`src/rtl/ssd_scan_display.sv`:
```
// ssd_scan_display: time-multiplexed seven-segment scanner fed by a press-loaded digit ring buffer.
// Define SSD_LOAD_DEBOUNCE_EN to debounce the load button before edge detection.
module ssd_scan_display #(
  parameter int DIGITS          = 4,
  parameter int REFRESH_DIV     = 50000,
  parameter int DEBOUNCE_CYCLES = 65536
) (
  input  logic              clk,
  input  logic              reset,
  input  logic              load,
  input  logic              clear,
  input  logic [3:0]        user_inp,
  output logic [DIGITS-1:0] active_digit,
  output logic [6:0]        seven_out,
  output logic [DIGITS-1:0] digits_valid
);
  localparam int PW = $clog2(DIGITS);
  localparam int RW = $clog2(REFRESH_DIV);

  if (DIGITS < 2 || DIGITS > 8 || REFRESH_DIV < 2 || DEBOUNCE_CYCLES < 2) begin : g_bad_params
    $error("ssd_scan_display: parameter out of range");
  end

  logic [1:0]              sync_q, fill_q;
  logic                    prev_q, armed_q, lvl, press;
  logic [PW-1:0]           wr_ptr_q, wr_ptr_d, scan_q, scan_d;
  logic [DIGITS-1:0]       valid_q, valid_d, an_q, an_d;
  logic [DIGITS-1:0][3:0]  dig_q, dig_d;
  logic [RW-1:0]           ref_q, ref_d;
  logic                    ref_tc;
  logic [6:0]              seg_q, seg_d;

  function automatic logic [6:0] hex7(input logic [3:0] n);
    case (n)
      4'h0: hex7 = 7'b1000000;
      4'h1: hex7 = 7'b1111001;
      4'h2: hex7 = 7'b0100100;
      4'h3: hex7 = 7'b0110000;
      4'h4: hex7 = 7'b0011001;
      4'h5: hex7 = 7'b0010010;
      4'h6: hex7 = 7'b0000010;
      4'h7: hex7 = 7'b1111000;
      4'h8: hex7 = 7'b0000000;
      4'h9: hex7 = 7'b0010000;
      4'hA: hex7 = 7'b0001000;
      4'hB: hex7 = 7'b0000011;
      4'hC: hex7 = 7'b1000110;
      4'hD: hex7 = 7'b0100001;
      4'hE: hex7 = 7'b0000110;
      default: hex7 = 7'b0001110;
    endcase
  endfunction

  // fill_q marks when the synchroniser holds real samples; a press is armed only
  // after load has genuinely been seen low, so a button held through reset is ignored
  always_ff @(posedge clk or negedge reset) begin
    if (!reset) begin
      sync_q  <= '0;
      fill_q  <= '0;
      prev_q  <= 1'b0;
      armed_q <= 1'b0;
    end else begin
      sync_q  <= {sync_q[0], load};
      fill_q  <= {fill_q[0], 1'b1};
      prev_q  <= lvl;
      armed_q <= armed_q | (fill_q[1] & ~sync_q[1]);
    end
  end

`ifdef SSD_LOAD_DEBOUNCE_EN
  localparam int DW = $clog2(DEBOUNCE_CYCLES);
  logic [DW-1:0] db_cnt_q, db_cnt_d;
  logic          db_lvl_q, db_lvl_d;

  always_comb begin
    db_cnt_d = '0;
    db_lvl_d = db_lvl_q;
    if (sync_q[1] != db_lvl_q) begin
      if (db_cnt_q == DW'(DEBOUNCE_CYCLES - 1)) db_lvl_d = sync_q[1];
      else db_cnt_d = db_cnt_q + DW'(1);
    end
  end

  always_ff @(posedge clk or negedge reset) begin
    if (!reset) begin
      db_cnt_q <= '0;
      db_lvl_q <= 1'b0;
    end else begin
      db_cnt_q <= db_cnt_d;
      db_lvl_q <= db_lvl_d;
    end
  end

  assign lvl = db_lvl_q;
`else
  assign lvl = sync_q[1];
`endif

  assign press = lvl & ~prev_q & armed_q;

  always_comb begin
    wr_ptr_d = wr_ptr_q;
    valid_d  = valid_q;
    dig_d    = dig_q;
    if (clear) begin
      valid_d  = '0;
      wr_ptr_d = '0;
    end else if (press) begin
      dig_d[wr_ptr_q]   = user_inp;
      valid_d[wr_ptr_q] = 1'b1;
      wr_ptr_d          = (wr_ptr_q == PW'(DIGITS - 1)) ? '0 : wr_ptr_q + PW'(1);
    end
  end

  always_comb begin
    ref_tc = ref_q == RW'(REFRESH_DIV - 1);
    ref_d  = ref_tc ? '0 : ref_q + RW'(1);
    scan_d = !ref_tc ? scan_q : (scan_q == PW'(DIGITS - 1)) ? '0 : scan_q + PW'(1);
    an_d   = ~(DIGITS'(1) << scan_q);
    seg_d  = valid_q[scan_q] ? hex7(dig_q[scan_q]) : 7'b1111111;
  end

  always_ff @(posedge clk or negedge reset) begin
    if (!reset) begin
      wr_ptr_q <= '0;
      valid_q  <= '0;
      dig_q    <= '0;
      ref_q    <= '0;
      scan_q   <= '0;
      an_q     <= '1;
      seg_q    <= '1;
    end else begin
      wr_ptr_q <= wr_ptr_d;
      valid_q  <= valid_d;
      dig_q    <= dig_d;
      ref_q    <= ref_d;
      scan_q   <= scan_d;
      an_q     <= an_d;
      seg_q    <= seg_d;
    end
  end

  assign active_digit = an_q;
  assign seven_out    = seg_q;
  assign digits_valid = valid_q;
endmodule

```
`config.mk`:
```
export PLATFORM = sky130hd
export DESIGN_NAME = ssd_scan_display
export DESIGN_NICKNAME = d
export VERILOG_FILES = /design/src/rtl/ssd_scan_display.sv
export SDC_FILE = /design/constraint.sdc
export NUM_CORES = 1
export LEC_CHECK = 0
export BUFFER_PORTS_ARGS = -buffer_cell sky130_fd_sc_hd__buf_4
export CAP_MARGIN = 20
export CORE_AREA = 2 2 90 92
export CTS_BUF_LIST = sky130_fd_sc_hd__clkbuf_8
export DETAILED_ROUTE_END_ITERATION = 8
export DIE_AREA = 0 0 92 94
export SLEW_MARGIN = 20
export SYNTH_ARGS = -nofsm -noshare
export SYNTH_HDL_FRONTEND = slang
export SYNTH_SLANG_ARGS = --single-unit
```
`constraint.sdc`:
```
create_clock -name clk -period 2.5 [get_ports clk]
set_input_delay 0.125 -clock clk [delete_from_list [all_inputs] [get_ports clk]]
set_output_delay 0.125 -clock clk [all_outputs]
set_load 0.01 [all_outputs]
```
==> impl_metrics.json, run 1 <==
{
  "outcome": "finished, final reports clean",
  "r2r-end": "seven_out[3]",
  "dpl.hpwl_um": 2990,
  "cap_violations": 0,
  "clk_latency_ns": 0.33,
  "hold_viol": 0,
  "ys_seq_area_frac": 0.555,
  "top_usage_layer": "met2",
  "place_area_um2": 2880,
  "die_h_um": 94,
  "syn_nets": 234,
  "start_util": 0.341,
  "drtAntennaViolNets": 0,
  "grt_pass1_vias": 1699,
  "p_leak_uw": 0.00139,
  "drt-initial-drc-count": 58,
  "report.final.slew_viol_count": 0,
  "cp-startpoint": "scan_q[0]",
  "overflow": 0,
  "nNetsFinal": 267,
  "avgSynthCellArea_um2": 12.3,
  "portBuffers": 22,
  "synthCells": 211,
  "synth_flop_cell": "dfrtp_1",
  "met3_usage": 0.0353,
  "top_level_ports": 23,
  "p_per_area_nw_per_um2": 658,
  "via_per_inst": 4.58,
  "max_slew_margin": 0.536,
  "ctsHtreeMaxLevel": 3,
  "period_share": 0.854,
  "yosysTopAreaCell": "dfrtp_1",
  "cts_root_buffer": "clkbuf_8",
  "synth_area_leaders": "dfrtp_1 (44%), dfstp_2 (11%), mux2_2 (8.2%)",
  "cts_buffers": 9,
  "tritoncts": "done",
  "drcViolationCount": 0,
  "track_usage": 0.116,
  "end_kind": "flip-flop",
  "synth_warnings": 0,
  "clkPwrFrac": 0.332,
  "antennaDiodeCount": 0,
  "syn2layout_area_growth_pct": 17.8,
  "rsz0062_at_grt": "no",
  "tightest_slew_ns": 0.696,
  "antenna_found_initial": 0,
  "vdd_ir_drop_max_mv": 0.256,
  "cp.required_ns": 2.74,
  "skew_ns": 0.00611,
  "crit_type": "reg -> reg",
  "tns_ns": 0,
  "r2r-start": "scan_q[0]",
  "wirelength_um": 4400,
  "dieWidth_um": 92,
  "crit_fanout": 10,
  "wl_per_cell_um": 12.5,
  "cts_buffer_depth": 2,
  "grt_max_degree": 58,
  "r2r_setup_slack_ns": 0.36,
  "ys_ff_latch": 57,
  "p_switching_uw": 528,
  "drtPass1Iterations": 4,
  "async_flop_share": 1.00,
  "synth.distinct_cells": 37,
  "synth_edf_count": 0,
  "combPwrFrac": 0.157,
  "hold_path_class": "in -> reg",
  "seqPwrFrac": 0.510,
  "core-area_um2": 7610,
  "placementRows": 32,
  "min_period_ns": 2.14,
  "dp_cells": 332,
  "holdPathStages": 2,
  "postCtsResizedCells": 0,
  "die-area_um2": 8650,
  "drive_gt1_frac": 0.281,
  "vias": 1609,
  "synth_top_area_frac": 0.444,
  "final_cells": 351,
  "cp.arrival_ns": 2.38,
  "p_sw_frac": 0.263,
  "grtUsageMet1": 0.146,
  "final_util": 0.402,
  "clock-sinks": 57,
  "clk_pin_slew_worst_paths_ns": 0.06,
  "netlist_top_cells_count": "dfrtp_1 (46), inv_1 (20), mux2_2 (19), nor2_1 (16), ha_1 (15)",
  "crit_path_end": "seven_out[3]",
  "yosysMostFrequentCell": "dfrtp_1",
  "hold_ws_ns": 0.0569,
  "reg2reg_depth": 6,
  "grt_pass1_wl_um": 7760,
  "ctsHoldBuffers": 3,
  "postCtsSetupRepairBufs": 0,
  "setup_viol": 0,
  "fmax_mhz": 468,
  "grt_use_met2": 0.174,
  "critPathLaunchType": "flip-flop",
  "design_area_um2": 3060,
  "place_congestion": 0.836,
  "syn_area_um2": 2590,
  "internal_power_uw": 1480
}
[layout by cell type, fill, tap and decap left out, drive strengths merged, types with 2 or more instances in the layout]
| cell type | n |
|---|---|
| nor3 | 4 |
| buf | 23 |
| dfstp | 11 |
| mux2i | 2 |
| inv | 26 |
| nor4 | 3 |
| mux4 | 5 |
| nand3 | 4 |
| mux2 | 19 |
| xnor2 | 5 |
| nand2 | 12 |
| nand2b | 2 |
| clkbuf | 9 |
| ha | 15 |
| a211oi | 2 |
| o221ai | 4 |
| nor2b | 3 |
| xor2 | 8 |
| or4 | 2 |
| a21oi | 4 |
| nor2 | 16 |
| nand4 | 4 |
| dlygate4sd3 | 3 |
| o21ai | 6 |
| dfrtp | 46 |
[cells by family after synthesis]
family                     after synthesis  share of synthesized area
muxes                                   26                      0.134
other                                    1                    0.00145
AOI/OAI and AO/OA                       20                     0.0497
and+or+nand+nor                         55                      0.108
buffers and inverters                   24                     0.0366
xor gates and xnor gates                13                     0.0439
DFF                                     57                      0.555
adders and majority gates               15                     0.0723
[sequential cells by signal (all words and copies together) (netlist names), 2 cells and up]
register	count
dig_q	16
seven_out	7
scan_q	2
digits_valid	4
active_digit	4
sync_q	2
wr_ptr_q	2
fill_q	2
ref_q	16
[worst min path at each step]
stage / startpoint / end / slack, ns
global route: user_inp[0] / dig_q[4] / 0.05
global placement: reset / dig_q[1] / 0.23
detailed placement: reset / dig_q[5] / 0.23
CTS: user_inp[1] / dig_q[5] / 0.04
floorplan: reset / armed_q / -0.17
finish: user_inp[1] / dig_q[5] / 0.06
[critical path: stages (launching register included)]
cell	delay (ns)
dfrtp_1	0.61
mux4_2	0.63
inv_1	0.16
ha_1	0.26
nor2_1	0.14
a211oi_1	0.05
o21ai_0	0.20
[through the flow]
stage	power [uW]	worst slack (ns)
after floorplan	1250	0.631
after global placement	1350	0.479
after detailed placement	1350	0.366
after CTS	2040	0.353
after global routing	2120	0.190
final	2010	0.364
[routing by layer]
layer  up-vias  wire [um]
met5         -          0
li1        786          -
met4         0         78
met1       791       2140
met3         7        179
met2        25       1990
[area by class of cell]
type                       instances  area (um2)
timing repair buffer              26         203
fill                             757        4550
multi-input combinational        130        1060
clock inverter                     7        27.5
sequential                        57        1440
tap                              102         128
clock buffer                       9         124
inverter                          20        75.1
[power by group through the flow]
stage / Sequential, uW / Combinational (uW) / Clock (uW)
global route: 1030 / 351 / 736
CTS: 1030 / 317 / 695
finish: 1030 / 316 / 668
detailed placement: 1040 / 312 / 0
global placement: 1040 / 307 / 0
floorplan: 1040 / 208 / 0
(Power assumes the default switching activity.)
==> inputs of run 2 (changes only) <==
- BUFFER_PORTS_ARGS: -buffer_cell sky130_fd_sc_hd__buf_4 -> not set
- DONT_BUFFER_PORTS: not set -> 1
- HOLD_SLACK_MARGIN: not set -> 0.06
==> impl_metrics.json, run 2 (synthesized netlist as in run 1, its figures left out) <==
{
  "crit_fanout": 10,
  "grt_pass1_wl_um": 7670,
  "report.final.slew_viol_count": 0,
  "drtPass1Iterations": 4,
  "hold_path_class": "in -> reg",
  "cp.required_ns": 2.76,
  "vdd_ir_drop_max_mv": 0.317,
  "p_switching_uw": 549,
  "place_congestion": 0.834,
  "setup_viol": 0,
  "cts_root_buffer": "clkbuf_8",
  "p_leak_uw": 0.00135,
  "r2r-end": "seven_out[3]",
  "layout_commonest_cell": "dfrtp_1",
  "crit_path_end": "seven_out[3]",
  "core-area_um2": 7610,
  "min_period_ns": 2.09,
  "fmax_mhz": 478,
  "ctsHoldBuffers": 8,
  "dieWidth_um": 92,
  "ctsHtreeMaxLevel": 3,
  "hold_viol": 0,
  "nNetsFinal": 251,
  "die-area_um2": 8650,
  "crit_type": "reg -> reg",
  "internal_power_uw": 1840,
  "p_per_area_nw_per_um2": 779,
  "portBuffers": 0,
  "dpl.hpwl_um": 3020,
  "cap_violations": 0,
  "placementRows": 32,
  "drcViolationCount": 0,
  "clock-sinks": 57,
  "clkPwrFrac": 0.448,
  "total_power_uw": 2390,
  "clk_latency_ns": 0.34,
  "seqPwrFrac": 0.434,
  "critPathLaunchType": "flip-flop",
  "grt_pass1_vias": 1608,
  "postCtsSetupRepairBufs": 0,
  "vias": 1594,
  "end_kind": "flip-flop",
  "combPwrFrac": 0.118,
  "drive_gt1_frac": 0.236,
  "postCtsResizedCells": 0,
  "syn2layout_area_growth_pct": 18.2,
  "outcome": "finished, final reports clean",
  "cts_buffer_depth": 2,
  "r2r-start": "scan_q[0]",
  "cts_buffers": 9,
  "rsz0062_at_grt": "no",
  "antennaDiodeCount": 0,
  "r2r_setup_slack_ns": 0.41,
  "final_cell_mix": "dfrtp_1 (46), inv_1 (20), mux2_2 (19), nor2_1 (16), ha_1 (15)",
  "n_fill_cell": 743,
  "overflow": 0,
  "period_share": 0.837,
  "start_util": 0.341,
  "cp-startpoint": "scan_q[0]",
  "antenna_found_initial": 0,
  "track_usage": 0.120,
  "cp.arrival_ns": 2.35,
  "die_h_um": 94,
  "p_sw_frac": 0.230,
  "wirelength_um": 4460,
  "reg2reg_depth": 6,
  "drtAntennaViolNets": 0,
  "via_per_inst": 4.76,
  "top_level_ports": 23,
  "hp-start": "clear",
  "wl_per_cell_um": 13.3,
  "skew_ns": 0.00759,
  "tns_ns": 0,
  "clk_pin_slew_worst_paths_ns": 0.07,
  "grt_max_degree": 58,
  "drt-initial-drc-count": 64,
  "tritoncts": "done"
}
run 2: cell type report:
cell class	instances	area (um2)	share of cell area
sequential	57	1440	0.469
timing repair buffer	10	113	0.0367
clock inverter	5	101	0.0330
clock buffer	11	151	0.0493
tap	102	128	0.0416
multi-input combinational	130	1060	0.345
inverter	20	75.1	0.0245
run 2: how the worst min path moves through the flow:
stage,end,depth (start not counted)
after floorplan,armed_q,0
after global placement,dig_q[5],0
after detailed placement,dig_q[3],0
after CTS,digits_valid[2],3
after global routing,digits_valid[1],3
final,digits_valid[2],3
run 2: per-layer routing:
metal | up-vias | share of wire | global-route usage
met5 | - | 0 | 0
met4 | 0 | 0.015 | 0.0522
met3 | 7 | 0.062 | 0.0650
met2 | 32 | 0.48 | 0.194
met1 | 799 | 0.44 | 0.130
li1 | 756 | - | -
run 2: critical path, cell delays in order, from the launching register on:
cell,delay (ns)
dfrtp_1,0.62
mux4_2,0.65
inv_1,0.14
ha_1,0.25
nor2b_1,0.15
a211oi_1,0.05
o21ai_0,0.15
run 2: per-stage QoR:
stage	cell area [um2]	instances	setup WS, ns	util	hold WS (ns)
detailed placement	2720	311	0.414	0.357	-0.168
global route	3070	335	0.192	0.403	0.240
finish	3070	335	0.406	0.403	0.220
floorplan	2590	211	0.631	-	-0.171
global placement	2720	311	0.478	0.357	-0.168
CTS	3070	335	0.383	0.403	0.206
run 2: power groups by stage:
stage	registers [uW]	clock network, uW	logic (uW)
2_1_floorplan	1040	0	208
3_3_place_gp	1060	0	241
3_5_place_dp	1060	0	248
4_1_cts	1040	1110	286
5_1_grt	1050	1160	316
6_report	1040	1070	281
